[config.mk]
export PLATFORM = sky130hd
export DESIGN_NAME = if_fetch_unit
export DESIGN_NICKNAME = d
export VERILOG_FILES = /design/src/rtl/if_fetch_unit.sv
export SDC_FILE = /design/constraint.sdc
export NUM_CORES = 1
export LEC_CHECK = 0
export BUFFER_PORTS_ARGS = -buffer_cell sky130_fd_sc_hd__buf_2
export CAP_MARGIN = 20
export CORE_ASPECT_RATIO = 0.5
export CORE_MARGIN = 3
export CORE_UTILIZATION = 47
export CTS_BUF_LIST = sky130_fd_sc_hd__clkbuf_8
export DETAILED_ROUTE_END_ITERATION = 8
export PLACE_DENSITY = 0.74
export SLEW_MARGIN = 20
export SYNTH_ARGS = -nofsm -noshare
export SYNTH_HDL_FRONTEND = slang
export SYNTH_SLANG_ARGS = --single-unit
[constraint.sdc]
create_clock -name clk_i -period 4 [get_ports clk_i]
set_input_delay 0.2 -clock clk_i [delete_from_list [all_inputs] [get_ports clk_i]]
set_output_delay 0.2 -clock clk_i [all_outputs]
set_load 0.03 [all_outputs]
[src/rtl/if_fetch_unit.sv]
// Instruction fetch: issues one outstanding imem read per PC and queues {pc, inst} for decode.
// Latency: req on the edge after accept; data visible on id_* the edge after imem_ack.
// Backpressure: pc_hold stalls the PC while busy, full, disabled or in reset; id_ready pops the head.
//
// Ports:
//   clk_i, rst_ni                - clock, asynchronous active-low reset
//   pc_i, ce_i, flush_i          - PC register interface (address, valid, branch taken)
//   pc_hold_o                    - PC register must not advance this cycle
//   imem_req_o, imem_addr_o      - registered read request / address
//   imem_ack_i, imem_rdata_i     - read response
//   id_valid_o, id_inst_o,       - head of the fetch buffer toward decode
//   id_pc_o, id_ready_i
module if_fetch_unit #(
    parameter int DEPTH = 2
) (
    input  logic        clk_i,
    input  logic        rst_ni,
    input  logic [31:0] pc_i,
    input  logic        ce_i,
    input  logic        flush_i,
    output logic        pc_hold_o,
    output logic        imem_req_o,
    output logic [31:0] imem_addr_o,
    input  logic        imem_ack_i,
    input  logic [31:0] imem_rdata_i,
    output logic        id_valid_o,
    output logic [31:0] id_inst_o,
    output logic [31:0] id_pc_o,
    input  logic        id_ready_i
);

    localparam int AW    = $clog2(DEPTH);
    localparam int CNT_W = AW + 1;
    localparam logic [CNT_W-1:0] FULL = CNT_W'(DEPTH);

    typedef enum logic [1:0] {
        S_IDLE,
        S_WAIT,
        S_DROP
    } state_t;

    state_t            state_q, state_d;
    logic              req_q, req_d;
    logic [31:0]       addr_q, addr_d;

    logic [31:0]       inst_q [DEPTH];
    logic [31:0]       pcbuf_q [DEPTH];
    logic [AW-1:0]     wr_ptr_q, rd_ptr_q;
    logic [CNT_W-1:0]  count_q;

    logic              accept;
    logic              push;
    logic              pop;

    // A same-cycle pop does not free a slot for this cycle's accept; reset forces hold.
    assign accept    = rst_ni & (state_q == S_IDLE) & ce_i & ~flush_i & (count_q < FULL);
    assign pc_hold_o = ~accept;

    assign pop = id_ready_i & (count_q != '0);

    always_comb begin
        state_d = state_q;
        req_d   = req_q;
        addr_d  = addr_q;
        push    = 1'b0;
        unique case (state_q)
            S_IDLE: begin
                if (accept) begin
                    addr_d  = pc_i;
                    req_d   = 1'b1;
                    state_d = S_WAIT;
                end
            end
            S_WAIT: begin
                if (imem_ack_i) begin
                    push    = ~flush_i;
                    req_d   = 1'b0;
                    state_d = S_IDLE;
                end else if (flush_i) begin
                    // Request cannot be withdrawn; remember to discard its data.
                    state_d = S_DROP;
                end
            end
            S_DROP: begin
                if (imem_ack_i) begin
                    req_d   = 1'b0;
                    state_d = S_IDLE;
                end
            end
            default: begin
                state_d = S_IDLE;
                req_d   = 1'b0;
            end
        endcase
    end

    always_ff @(posedge clk_i or negedge rst_ni) begin
        if (!rst_ni) begin
            state_q <= S_IDLE;
            req_q   <= 1'b0;
            addr_q  <= '0;
        end else begin
            state_q <= state_d;
            req_q   <= req_d;
            addr_q  <= addr_d;
        end
    end

    // Fetch buffer: flush empties it and overrides any push or pop on the same edge.
    always_ff @(posedge clk_i or negedge rst_ni) begin
        if (!rst_ni) begin
            wr_ptr_q <= '0;
            rd_ptr_q <= '0;
            count_q  <= '0;
            for (int i = 0; i < DEPTH; i++) begin
                inst_q[i]  <= '0;
                pcbuf_q[i] <= '0;
            end
        end else if (flush_i) begin
            wr_ptr_q <= '0;
            rd_ptr_q <= '0;
            count_q  <= '0;
        end else begin
            if (push) begin
                inst_q[wr_ptr_q]  <= imem_rdata_i;
                pcbuf_q[wr_ptr_q] <= addr_q;
                wr_ptr_q          <= wr_ptr_q + 1'b1;
            end
            if (pop) begin
                rd_ptr_q <= rd_ptr_q + 1'b1;
            end
            if (push && !pop) begin
                count_q <= count_q + 1'b1;
            end else if (pop && !push) begin
                count_q <= count_q - 1'b1;
            end
        end
    end

    assign imem_req_o  = req_q;
    assign imem_addr_o = addr_q;
    assign id_valid_o  = (count_q != '0);
    assign id_inst_o   = inst_q[rd_ptr_q];
    assign id_pc_o     = pcbuf_q[rd_ptr_q];

endmodule

# [Word-level counts from Yosys, hierarchy flattened]
# Cells that the tools add are included.
[op_classes] n_addsub=4 magnitude_cmp=4 eq_ne=6 mux=27 bitwise_logic=9 reduce_logical=15
[ops] op="32-bit two-way mux" n=7
[ops] op="64-bit bitwise mux" n=2
[ops] op="32-bit demux with 1-bit select" n=1
[ops] op="2-bit two-way mux" n=7
[ops] op="1-bit two-way mux" n=8
[ops] op="2-bit one-hot mux with 3 select lines" n=1
[ops] op="2-bit AND reduction" n=3
[ops] op="2-bit nonzero test" n=3
[ops] op="1-bit AND" n=5
[ops] op="2-bit greater-or-equal comparator, second input constant" n=2
[ops] op="2-bit != test, second input constant" n=2
[ops] op="1-bit NOT with 2-bit output" n=2
[ops] op="1-bit logical AND" n=3
[ops] op="3-bit != test, second input constant" n=1
[ops] op="3-bit AND reduction" n=1
[ops] op="3-bit nonzero test" n=1
[ops] op="1-bit adder, second input constant" n=2
[ops] op="2-bit by 1-bit adder with 2-bit output, second input constant" n=1
[ops] op="2-bit by 1-bit equality test with 1-bit output, second input constant" n=1
[ops] op="2-bit equality test, second input constant" n=1
[ops] op="1-bit logical NOT" n=2
[ops] op="2-bit logical NOT" n=1
[ops] op="2-bit by 1-bit < comparator with 1-bit output, second input constant" n=1
[ops] op="2-bit < comparator, second input constant" n=1
[ops] op="other kinds (5)" n=6
[word_totals] register_bits=167 inputBits=70 output_inout_bits=99 wordCells=75

# [Depth between registers and ports, before layout]
[logic_depth] word_depth=8 mapped_depth=6 mapped_depth_nobuf=5

# [Worst setup path after synthesis]
# Ideal clock, no wire load.
[synth_timing] path_kind="register to register" startpoint="register state_q[1]" endpoint="register inst_q[36] (netlist bit)" setup_time_ps=125 arrival_ps=1667 t_required_ps=3875 slack_ps=2208 stages_incl_launch_ff=7 n_path_buf=1 period_less_slack_ps=1792 path_cell_list="dfrtp_1 -> inv_1 -> ha_1 -> nand2_2 -> nor3_4 -> buf_6 -> mux2_2"
[synth_between] elab_chain_cells=3
[synth_rtl] element="start: declaration" line_no="42" text="state_t state_q, state_d;"
[synth_rtl] element="start signal: assignment" line_no="103" text="state_q <= state_d;"
[synth_rtl] element="2-bit by 1-bit equality test with 1-bit output" line_no="66" text="unique case (state_q)"
[synth_rtl] element="1-bit two-way mux" line_no="66"
[synth_rtl] element="2-bit AND reduction (no source line)"
[synth_rtl] element="end signal: indexed assignment" line_no="125" text="inst_q[wr_ptr_q] <= imem_rdata_i;"
[synth_rtl] element="end: declaration" line_no="46" text="logic [31:0] inst_q [DEPTH];"
# No other way between the ends.
# A chain may end at the register's enable or synchronous reset.

# [Worst setup path in the final report]
[layout_timing] startpoint="input rst_ni" endpoint="output pc_hold_o"
[layout_between] elab_chain_cells=5
[layout_rtl] element="start: declaration" line_no="17" text="input logic rst_ni,"
[layout_rtl] element="1-bit AND (4 in a row)" line_no="56" text="assign accept = rst_ni & (state_q == S_IDLE) & ce_i & ~flush_i & (count_q < FULL);"
[layout_rtl] element="1-bit NOT" line_no="57" text="assign pc_hold_o = ~accept;"
[layout_rtl] element="end: declaration" line_no="21" text="output logic pc_hold_o,"
# No other way between the ends.

==> metrics.md <==
| Metric | Value |
|---|---|
| Avg WL per Cell | approximately 16 um |
| Rows | 31 |
| Commonest cells after routing, fill and taps aside | 224 x mux2_2, 167 x buf_2, 166 x dfrtp_1 |
| CP endpoint kind | primary output |
| WP data required | 3.80 ns |
| Max layer used | met4 |
| CORE AREA | 14700 sq um |
| Num CTS Buffers | 17 |
| CP Cell Sequence | dlygate4sd3_1, buf_6, and4bb_1, nand2_2, buf_2 |
| WP data arrival | approximately 2.4 ns |
| CP Class | in2out |
| Status | finished clean |
| Seq cells post-synth | 167 |
| # IOs | 169 |
| Tot GR Track Use | 0.176 |
| Crit-path leading delay family | buffers and inverters |
| First-pass GRT wire length | approximately 24000 um |
| Syn_area_per_cell | about 16 sq um |
| M1 WL | around 6400 um |
| Post-synth EDFFs | 0 |
| Met2 wire len | approximately 7400 um |
| Starting Density | 0.487 |
| Sequential fraction of the synthesis area | 0.586 |
| Die area | ~17000 sq um |
| Final Total Pwr | between 7 and 8 mW |
| DP HPWL | around 9200 um |
| Via count of the first global-routing pass | approximately 4800 |
| Num Clock Sinks | 167 |
| Most common cell after layout, fill and taps aside | mux2_2 |
| Hold crit path type | in2reg |
| Htree depth | 4 |
| Fmax | a little under 400 MHz |
| Initial antenna violation count | 0 |
| Clock skew | roughly 0.016 ns |
| Pwr/cell area | 816 nW/um^2 |
| Crit Path Max Fanout | between 40 and 50 |
| Setup repair bufs after CTS | 0 |
| Critical path's largest stage delay | about 0.55 ns |
| CTS Buffer Depth | 2 |
| Crit path depth | 5 |
| Root buffer selected by CTS | clkbuf_8 |
| ANT nets after route | 0 |
| Hold Vio Cnt, Final | 0 |
| Pre-antenna DRT Iters | 4 |
| Hold_buf cts | 52 |
| Unrepaired setup endpoints after global routing | false |
| Util after Layout | 0.620 |
| Fraction of layout cells with a size suffix above 1 | 0.634 |
| Worst rel slew slack | 0.383 |
| WL met3 | 412 um |
| Period utilization | 0.651 |
| Post-synth ARST share | 1.00 |
| Fin. max-slew vios | 0 |
| Hold Crit Depth | 2 |
| Synthesized cell area | 7140 sq um |
| WL final | around 14000 um |
| Mapped Nets | 527 |
| Final-report setup violation count | 0 |
| Post-Syn Instances | roughly 450 |
| Chip width | 180 um |
| DR iter-0 viols | between 150 and 200 |
| Routability congestion estimate | approximately 0.70 |
| Vias per cell | between 4 and 5 |
| Netlist cell types | 30 |
| DRC errors left | 0 |
| CP Buf/Inv Count | 3 |
| Synth warn | 0 |
| Top FF cell, synth | dfrtp_1 |
| Setup TNS | 0 ns |
| Worst-skew pair later-pin latency | 0.42 ns |
| GRT overflow | 0 |
| Clock-pin slew on the worst setup and hold paths | approximately 0.09 ns |
| MaxCap Viol Count | 0 |
| CTS tree | done |
| Worst Max-Slew Pin Slew | 0.926 ns |
| Number of fill cells in the layout | about 1100 |
| Peak VDD IR | around 0.00052 V |
| Largest net degree at the start of global routing | 76 |
| Tmin final | about 2.6 ns |
| Post-CTS sizing | 0 |
| CP max stage cell | dlygate4sd3_1 |
| Startpoint types | input port |
| Leakage | around 4.4 nW |
| # diodes | 0 |
| Reg2Reg Depth | 6 |
| Storage cell area | roughly 4200 sq um |
| Routed vias | between 4000 and 5000 |
| Number of port buffers | between 150 and 200 |
| Final nets | between 700 and 800 |
| Multi-input gate area | roughly 2800 sq um |
| Area Growth Syn to Fin | 27.4% |
| Die Y | ~93 um |
## worst paths after layout
kind / start / slack, ns / to
min in group asynchronous: rst_ni / 0.26 / inst_q[53]
setup / recovery: rst_ni / 1.40 / pc_hold_o
max in group asynchronous: rst_ni / 2.40 / rd_ptr_q
hold reg to reg: pcbuf_q[0] / 0.50 / pcbuf_q[0]
setup reg to reg: state_q[1] / 1.65 / inst_q[23]
hold / removal: imem_rdata_i[6] / 0.02 / inst_q[38]
## routing by layer
layer,vias up,GRT usage
met4,0,0.0504
met3,8,0.0319
met1,2290,0.226
met2,73,0.310
li1,2070,-
met5,-,0
## worst reg2reg max path, stage by stage (launching register included)
cell and delay [ns]:
dfrtp_1 0.42, inv_1 0.09, ha_1 0.23, nor2b_2 0.26
nand3_4 0.42, buf_4 0.47, mux2_2 0.34
## layout make-up
cell class | count | share of cell area
sequential | 167 | 0.460
multi-input combinational | 260 | 0.308
tap | 198 | 0.0272
timing repair buffer | 228 | 0.157
clock buffer | 18 | 0.0272
clock inverter | 14 | 0.0189
inverter | 4 | 0.00165
## registers in the layout, indices dropped and copies added, names as in the netlist
| name | flops |
|---|---|
| inst_q | 64 |
| count_q | 2 |
| imem_req_o | 1 |
| imem_addr_o | 32 |
| state_q | 2 |
| pcbuf_q | 64 |
| rd_ptr_q | 1 |
| wr_ptr_q | 1 |
## metrics by stage
stage                     setup WS, ns  instance area, sq um  hold slack (ns)  instances
after global placement            1.69                  8140            0.156        804
after floorplan                   2.21                  7140          -0.0956        454
final                             1.40                  9090           0.0245        889
after CTS                         1.36                  9080        0.0000999        888
after global routing              1.21                  9090          0.00607        889
after detailed placement          1.67                  8140            0.156        804
## synthesized netlist by cell type, drive strengths merged (2+ instances only)
cell type | n | area [sq um]
nand2 | 3 | 16.3
mux2 | 224 | 2520
o22ai | 2 | 12.5
o21ai | 2 | 10.0
nor3 | 3 | 26.3
xor2 | 2 | 17.5
nand2b | 2 | 12.5
inv | 4 | 15.0
dfrtp | 167 | 4180
clkbuf | 2 | 7.51
a21oi | 3 | 15.0
ha | 3 | 37.5
nor2 | 3 | 11.3
buf | 21 | 143
## logic make-up (layout without fill, tap and decap cells)
family	count (synthesis)	count (layout)	synth area share
adders and majority gates	3	3	0.00526
xor gates and xnor gates	2	2	0.00245
buffers and inverters	27	264	0.0231
and+or+nand+nor	19	19	0.0193
muxes	224	224	0.353
DFF	167	167	0.586
AOI/OAI and AO/OA	12	12	0.0109
## where the power goes
| part | total, mW | switching, mW | internal [mW] |
|---|---|---|---|
| clock | 1.26 | 0.618 | 0.641 |
| sequential | 3.00 | 0.484 | 2.51 |
| combinational | 3.16 | 1.78 | 1.38 |
Power figures use the tool's default switching activity.
